[src/rtl/tcm_port_arbiter_pkg.sv]
// Shared types and constants for the TCM port arbiter: widths, requester ids,
// access size encodings and size helpers.
package tcm_port_arbiter_pkg;

    localparam int ADDR_WIDTH        = 32;
    localparam int SIZE_WIDTH        = 3;
    localparam int REG_DATA_WIDTH    = 32;
    localparam int BUS_DATA_WIDTH    = 64;
    localparam int INSTRUCTION_WIDTH = 32;
    localparam int FETCH_WIDTH       = 1;
    localparam int FETCH_DATA_WIDTH  = INSTRUCTION_WIDTH * FETCH_WIDTH;

    typedef enum logic [1:0] {
        REQ_NONE  = 2'd0,
        REQ_FETCH = 2'd1,
        REQ_LD    = 2'd2,
        REQ_ST    = 2'd3
    } req_id_e;

    localparam logic [SIZE_WIDTH-1:0] SIZE_LINE = 3'd0;
    localparam logic [SIZE_WIDTH-1:0] SIZE_BYTE = 3'd1;
    localparam logic [SIZE_WIDTH-1:0] SIZE_HALF = 3'd2;
    localparam logic [SIZE_WIDTH-1:0] SIZE_WORD = 3'd4;

    // Bit positions inside the eligible/grant vectors.
    localparam int GNT_FETCH = 0;
    localparam int GNT_LD    = 1;
    localparam int GNT_ST    = 2;

    function automatic logic size_legal(input logic [SIZE_WIDTH-1:0] size);
        logic ok;
        case (size)
            SIZE_BYTE: ok = 1'b1;
            SIZE_HALF: ok = 1'b1;
            SIZE_WORD: ok = 1'b1;
            default:   ok = 1'b0;
        endcase
        return ok;
    endfunction

    function automatic logic [REG_DATA_WIDTH-1:0] size_mask(input logic [SIZE_WIDTH-1:0] size);
        logic [REG_DATA_WIDTH-1:0] m;
        case (size)
            SIZE_BYTE: m = 32'h0000_00FF;
            SIZE_HALF: m = 32'h0000_FFFF;
            SIZE_WORD: m = 32'hFFFF_FFFF;
            default:   m = 32'h0000_0000;
        endcase
        return m;
    endfunction

endpackage

[src/rtl/tcm_arb_pick.sv]
// Combinational priority picker: store > load > fetch, with fetch promoted
// to the top when its starvation flag is raised.
module tcm_arb_pick
    import tcm_port_arbiter_pkg::*;
(
    input  logic [2:0] elig_i,
    input  logic       starve_i,
    output logic [2:0] gnt_o
);

    // One-hot grant selection.
    always_comb begin
        gnt_o = 3'b000;
        if (starve_i && elig_i[GNT_FETCH]) begin
            gnt_o[GNT_FETCH] = 1'b1;
        end else if (elig_i[GNT_ST]) begin
            gnt_o[GNT_ST] = 1'b1;
        end else if (elig_i[GNT_LD]) begin
            gnt_o[GNT_LD] = 1'b1;
        end else if (elig_i[GNT_FETCH]) begin
            gnt_o[GNT_FETCH] = 1'b1;
        end else begin
            gnt_o = 3'b000;
        end
    end

endmodule

[src/rtl/tcm_port_arbiter.sv]
// Single-port TCM arbiter for fetch, store-buffer load and store-buffer store.
// One access per cycle, read data returns one cycle after issue.
module tcm_port_arbiter
    import tcm_port_arbiter_pkg::*;
#(
    parameter int unsigned STARVE_LIMIT = 4
)
(
    input  logic                        clk,
    input  logic                        rst,

    input  logic                        fetch_req,
    input  logic [ADDR_WIDTH-1:0]       fetch_addr,
    output logic                        fetch_ack,
    output logic [FETCH_DATA_WIDTH-1:0] fetch_data,

    input  logic                        ld_req,
    input  logic [ADDR_WIDTH-1:0]       ld_addr,
    input  logic [SIZE_WIDTH-1:0]       ld_size,
    output logic                        ld_ack,
    output logic [REG_DATA_WIDTH-1:0]   ld_data,

    input  logic                        st_req,
    input  logic [ADDR_WIDTH-1:0]       st_addr,
    input  logic [SIZE_WIDTH-1:0]       st_size,
    input  logic [REG_DATA_WIDTH-1:0]   st_data,
    output logic                        st_ack,

    output logic                        tcm_rd,
    output logic                        tcm_wr,
    output logic [ADDR_WIDTH-1:0]       tcm_addr,
    output logic [SIZE_WIDTH-1:0]       tcm_size,
    output logic [REG_DATA_WIDTH-1:0]   tcm_wdata,
    input  logic [BUS_DATA_WIDTH-1:0]   tcm_rdata
);

    localparam logic [3:0] STARVE_MAX = 4'(STARVE_LIMIT);

    logic [2:0]                elig_s;
    logic [2:0]                pick_s;
    logic [2:0]                gnt_s;
    logic                      starve_s;
    req_id_e                   pend_q;
    req_id_e                   pend_d;
    logic [SIZE_WIDTH-1:0]     ld_size_q;
    logic [SIZE_WIDTH-1:0]     ld_size_d;
    logic [3:0]                starve_q;
    logic [3:0]                starve_d;
    logic                      unused_rdata_s;

    assign unused_rdata_s = ^tcm_rdata[BUS_DATA_WIDTH-1:REG_DATA_WIDTH];

    // Requests are eligible unless their size is illegal or they are in their ack cycle.
    always_comb begin
        elig_s            = 3'b000;
        elig_s[GNT_FETCH] = fetch_req && (pend_q != REQ_FETCH);
        elig_s[GNT_LD]    = ld_req && size_legal(ld_size) && (pend_q != REQ_LD);
        elig_s[GNT_ST]    = st_req && size_legal(st_size) && (pend_q != REQ_ST);
    end

    assign starve_s = (starve_q == STARVE_MAX);

    tcm_arb_pick u_pick (
        .elig_i   (elig_s),
        .starve_i (starve_s),
        .gnt_o    (pick_s)
    );

    // Nothing is issued while reset is held, even between clock edges.
    assign gnt_s = rst ? 3'b000 : pick_s;

    // Port command driven straight from the granted requester.
    always_comb begin
        tcm_rd    = 1'b0;
        tcm_wr    = 1'b0;
        tcm_addr  = {ADDR_WIDTH{1'b0}};
        tcm_size  = SIZE_LINE;
        tcm_wdata = {REG_DATA_WIDTH{1'b0}};
        if (gnt_s[GNT_ST]) begin
            tcm_wr    = 1'b1;
            tcm_addr  = st_addr;
            tcm_size  = st_size;
            tcm_wdata = st_data;
        end else if (gnt_s[GNT_LD]) begin
            tcm_rd   = 1'b1;
            tcm_addr = ld_addr;
            tcm_size = ld_size;
        end else if (gnt_s[GNT_FETCH]) begin
            tcm_rd   = 1'b1;
            tcm_addr = fetch_addr;
            tcm_size = SIZE_LINE;
        end else begin
            tcm_rd = 1'b0;
        end
    end

    // Next outstanding access, captured load size and fetch starvation count.
    always_comb begin
        pend_d    = REQ_NONE;
        ld_size_d = ld_size_q;
        starve_d  = starve_q;
        if (gnt_s[GNT_ST]) begin
            pend_d = REQ_ST;
        end else if (gnt_s[GNT_LD]) begin
            pend_d    = REQ_LD;
            ld_size_d = ld_size;
        end else if (gnt_s[GNT_FETCH]) begin
            pend_d = REQ_FETCH;
        end else begin
            pend_d = REQ_NONE;
        end
        if (!fetch_req || gnt_s[GNT_FETCH]) begin
            starve_d = 4'd0;
        end else if (elig_s[GNT_FETCH] && (starve_q < STARVE_MAX)) begin
            starve_d = starve_q + 4'd1;
        end else begin
            starve_d = starve_q;
        end
    end

    // State registers; reset drops any outstanding access.
    always_ff @(posedge clk or posedge rst) begin
        if (rst) begin
            pend_q    <= REQ_NONE;
            ld_size_q <= SIZE_LINE;
            starve_q  <= 4'd0;
        end else begin
            pend_q    <= pend_d;
            ld_size_q <= ld_size_d;
            starve_q  <= starve_d;
        end
    end

    // Ack and return data for the access issued last cycle.
    always_comb begin
        fetch_ack  = 1'b0;
        fetch_data = {FETCH_DATA_WIDTH{1'b0}};
        ld_ack     = 1'b0;
        ld_data    = {REG_DATA_WIDTH{1'b0}};
        st_ack     = 1'b0;
        case (pend_q)
            REQ_FETCH: begin
                fetch_ack  = 1'b1;
                fetch_data = tcm_rdata[FETCH_DATA_WIDTH-1:0];
            end
            REQ_LD: begin
                ld_ack  = 1'b1;
                ld_data = tcm_rdata[REG_DATA_WIDTH-1:0] & size_mask(ld_size_q);
            end
            REQ_ST: begin
                st_ack = 1'b1;
            end
            default: begin
                fetch_ack = 1'b0;
            end
        endcase
    end

endmodule

[config.mk]
export PLATFORM = sky130hd
export DESIGN_NAME = tcm_port_arbiter
export DESIGN_NICKNAME = d
export VERILOG_FILES = /design/src/rtl/tcm_port_arbiter_pkg.sv /design/src/rtl/tcm_arb_pick.sv /design/src/rtl/tcm_port_arbiter.sv
export SDC_FILE = /design/constraint.sdc
export NUM_CORES = 1
export LEC_CHECK = 0
export BUFFER_PORTS_ARGS = -buffer_cell sky130_fd_sc_hd__clkbuf_2
export CORE_AREA = 3 3 131 133
export DETAILED_ROUTE_END_ITERATION = 10
export DIE_AREA = 0 0 134 136
export GPL_TIMING_DRIVEN = 0
export SLEW_MARGIN = 0
export SYNTH_ARGS = -nofsm -noshare
export SYNTH_HDL_FRONTEND = slang
export SYNTH_HIERARCHICAL = 1
export SYNTH_SLANG_ARGS = --single-unit
[constraint.sdc]
create_clock -name clk -period 4.2 [get_ports clk]
set_input_delay 0.21 -clock clk [delete_from_list [all_inputs] [get_ports clk]]
set_output_delay 0.21 -clock clk [all_outputs]
set_load 0.03 [all_outputs]
==> load_flow_metrics.sql <==
INSERT INTO impl_metrics (metric_group, metric, value, unit) VALUES
('outcome', 'status', 'finished clean', ''),
('timing', 'worst_clock_skew', '0.00301', 'ns'),
('global_routing', 'first_pass_grt_wire_length', '17.4', 'mm'),
('detailed_routing', 'dr.pass1.iters', '4', ''),
('floorplanning', 'die_w', '134', 'um'),
('cts', 'root_buffer', 'sky130_fd_sc_hd__clkbuf_16', ''),
('finish', 'share_of_final_layout_standard_cells_stronger_than_drive_strength_1', '60.5', '%'),
('timing', 'final_max_slew_viol_count', '0', ''),
('timing', 'maxClockFrequency', '304', 'MHz'),
('logic_synthesis', 'yosysSeqAreaShare', '10.6', '%'),
('detailed_routing', 'wl_per_cell', '15.2', 'um'),
('timing', 'totalNegativeSetupSlack', '0', 'ns'),
('timing', 'final-hold-violation-count', '0', ''),
('logic_synthesis', 'main_combinational_cell_family_by_area_after_synthesis', 'simple AND/OR/NAND/NOR gates', ''),
('detailed_routing', 'finalWirelength', '12.3', 'mm'),
('flow_run', 'drv.max_cap_violation_count', '0', ''),
('detailed_routing', 'ant_nets', '0', ''),
('logic_synthesis', 'synth-async-reset-ratio', '100', '%'),
('detailed_routing', 'vias', '3218', ''),
('logic_synthesis', 'synthesis.nets', '493', ''),
('cts', 'cts_setup_buffers', '0', ''),
('floorplanning', 'placementRows', '46', ''),
('timing', 'min_period', '3.29', 'ns'),
('logic_synthesis', 'synth.lib_cells_used.distinct', '39', ''),
('placed_design', 'numPortBuffers', '304', ''),
('timing', 'actual_slew_at_the_worst_max_slew_pin', '0.670', 'ns'),
('setup_path', 'crit_path_launch_type', 'flop', ''),
('logic_synthesis', 'synth.cell_area', '2120', 'sq um'),
('global_routing', 'grt_max_degree', '11', ''),
('finish', 'multi_input_comb_area', '1720', 'sq um'),
('logic_synthesis', 'ys_seq_elements', '9', ''),
('logic_synthesis', 'synth-simple-area-share', '49.9', '%'),
('timing', 'max-slew-margin-rel', '55.3', '%'),
('cts', 'h-tree-depth', '1', ''),
('finish', 'number_of_antenna_cells_inserted', '0', ''),
('global_routing', 'grt-ovfl-total', '0', ''),
('global_routing', 'antenna_found_initial', '0', ''),
('logic_synthesis', 'synth-main-ff-cell', 'sky130_fd_sc_hd__dfrtp_1', ''),
('logic_synthesis', 'synth.area.mux_share', '2.54', '%'),
('floorplanning', 'design.core.area', '15900', 'sq um'),
('detailed_routing', 'drtIter0Drc', '72', ''),
('logic_synthesis', 'compound_gate_fraction_of_synth_area', '26.0', '%'),
('logic_synthesis', 'synth-edff-count', '0', ''),
('cts', 'clkSinkCount', '9', ''),
('floorplanning', 'design.die.area', '18200', 'sq um'),
('pwr', 'power.ir.vdd_worst', '105', 'uV'),
('timing', 'final.period_utilization', '78.3', '%'),
('finish', 'nets', '803', ''),
('logic_synthesis', 'synthesis.area_per_instance', '7.36', 'sq um'),
('pwr', 'leakagePower', '2.34', 'nW'),
('detailed_routing', 'via_per_inst', '3.96', ''),
('setup_path', 'path_class', 'reg2out', ''),
('cts', 'cts-root-to-sink-buffers', '2', ''),
('setup_path', 'critical_path_arrival', '3.08', 'ns'),
('finish', 'area_growth_syn_to_layout', '88.7', '%'),
('pwr', 'total_power_density_per_cell_area', '213', 'nW/um^2'),
('cts', 'clkSlewWorstSetupHoldPaths', '0.04', 'ns'),
('cts', 'numCtsBuffers', '3', ''),
('floorplanning', 'initial_core_utilization', '13.3', '%'),
('floorplanning', 'fp.dieH', '136', 'um'),
('finish', 'ff_latch_area', '225', 'sq um'),
('min_path', 'worstHoldPathType', 'in2reg', ''),
('setup_path', 'critPathMaxFanout', '10', ''),
('logic_synthesis', 'synth_warnings', '6', ''),
('detailed_routing', 'post-route-drc-count', '0', ''),
('placed_design', 'routability_driven_placement_congestion_ratio', '0.854', ''),
('global_routing', 'via_count_of_the_first_global_routing_pass', '3171', ''),
('global_routing', 'globalRouteTotalUtil', '12.2', '%'),
('setup_path', 'setup.worst_path.end_class', 'output pin', ''),
('pwr', 'total_power', '0.000852', 'W'),
('timing', 'setup-violations-final', '0', ''),
('floorplanning', 'io_pins', '339', ''),
('logic_synthesis', 'netlist_instances', '288', ''),
('setup_path', 'critical_path_required', '3.99', 'ns'),
('timing', 'grt_setup_unrepaired', 'no', ''),
('cts', 'tritoncts', 'done', ''),
('finish', 'fill_cells', '1810', ''),
('cts', 'worstSkewPairLatency', '0.24', 'ns'),
('logic_synthesis', 'post_synth_xor_area_fraction', '1.65', '%'),
('logic_synthesis', 'post_synth_fa_ha_maj_area_fraction', '1.18', '%'),
('placed_design', 'final_hpwl_dp', '11.2', 'mm');
-- registers in the layout, summed over array words and instances, names as in the netlist --
name and flops:
ld_size_q 3, pend_q 2, starve_q 4
-- metrics by stage --
stage               utilization (%)  area (sq um)  worst slack (ns)  cells  hold WS (ns)
floorplan                         -          2120              1.66    288         0.161
global placement               24.5          3910              1.12    808         0.213
CTS                            25.1          4000             0.834    813         0.300
global route                   25.1          4000             0.632    813         0.301
finish                         25.1          4000             0.912    813         0.295
detailed placement             24.5          3910              1.08    808         0.221
-- cell usage after synthesis (4+ instances only) --
cell type / count / share of area, %
sky130_fd_sc_hd__nand2_1: 5 / 0.89
sky130_fd_sc_hd__inv_1: 5 / 0.89
sky130_fd_sc_hd__a221oi_2: 27 / 19
sky130_fd_sc_hd__and2_1: 97 / 29
sky130_fd_sc_hd__o21ai_0: 5 / 1.2
sky130_fd_sc_hd__nand2b_1: 4 / 1.2
sky130_fd_sc_hd__a221oi_1: 5 / 2.1
sky130_fd_sc_hd__buf_6: 5 / 2.7
sky130_fd_sc_hd__buf_2: 7 / 1.7
sky130_fd_sc_hd__nor2_1: 68 / 12
sky130_fd_sc_hd__clkbuf_1: 6 / 1.1
sky130_fd_sc_hd__dfrtp_1: 9 / 11
sky130_fd_sc_hd__nand3_1: 4 / 0.94
-- per-layer routing --
| layer | part of all wire, % | wire, um | GRT usage [%] |
|---|---|---|---|
| met2 | 51 | 6270 | 23.2 |
| met4 | 2.5 | 313 | 3.71 |
| met1 | 36 | 4380 | 12.8 |
| met5 | 0 | 0 | 0 |
| met3 | 11 | 1360 | 4.07 |
-- path summary, 6_finish.rpt --
check / slack [ns] / cells past startpoint / startpoint / end
setup / recovery: 0.91 / 9 / pend_q[1] / tcm_addr[11]
hold / removal: 0.30 / 2 / ld_size[1] / ld_size_q[1]
setup reg to reg: 1.80 / 7 / pend_q[1] / ld_size_q[1]
hold reg to reg: 0.57 / 2 / starve_q[1] / starve_q[1]
max in group asynchronous: 3.41 / 3 / rst / ld_size_q[0]
min in group asynchronous: 0.54 / 3 / rst / starve_q[1]
-- logic make-up (layout without fill, tap and decap cells) --
kind of cell / after synthesis / count (layout)
fa+ha+maj: 2 / 2
compound gates: 46 / 46
flops: 9 / 9
mux: 5 / 5
simple gates: 192 / 192
xor+xnor: 4 / 4
buf+inv: 30 / 339
-- cell usage in the layout (no fill, tap or decap), drive strengths merged, types with 3 or more instances in the layout --
cell | netlist | layout
xor2 | 3 | 3
mux2 | 3 | 3
buf | 15 | 15
nand3b | 3 | 3
nor2 | 68 | 68
nand2b | 4 | 4
clkbuf | 9 | 317
inv | 6 | 6
and2 | 97 | 97
dfrtp | 9 | 9
a221oi | 32 | 32
nand3 | 4 | 4
o21ai | 5 | 5
nand2 | 5 | 5
a21oi | 3 | 3
-- critical path, stage by stage, from the launching register on --
cell and delay (ns):
sky130_fd_sc_hd__dfrtp_1 0.37, sky130_fd_sc_hd__nor2b_1 0.11, sky130_fd_sc_hd__clkbuf_1 0.39, sky130_fd_sc_hd__nor2b_1 0.19, sky130_fd_sc_hd__a211oi_2 0.49, sky130_fd_sc_hd__and2b_1 0.37
sky130_fd_sc_hd__buf_2 0.38, sky130_fd_sc_hd__a221oi_2 0.12, sky130_fd_sc_hd__nor2_1 0.16, sky130_fd_sc_hd__clkbuf_2 0.24
-- what timing repair did --
item,4_1_cts,5_1_grt
endpoints found under the hold margin,9,0
gates resized for setup,0,0
hold buffers,1,0
-- power by group --
part	total (W)	switching (W)	internal (W)
clock network	0.000168	0.0000414	0.000127
logic	0.000562	0.000355	0.000206
registers	0.000122	0.0000207	0.000101
-- final cells by class --
class	count	area share (%)
multi-input cells	249	43.1
repair buffers	305	38.3
well taps	216	6.76
flip-flops and latches	9	5.63
plain buffers	24	3.69
clock buffers	4	1.97
inverters	6	0.563
No activity file was read; power rests on OpenSTA's default activity.
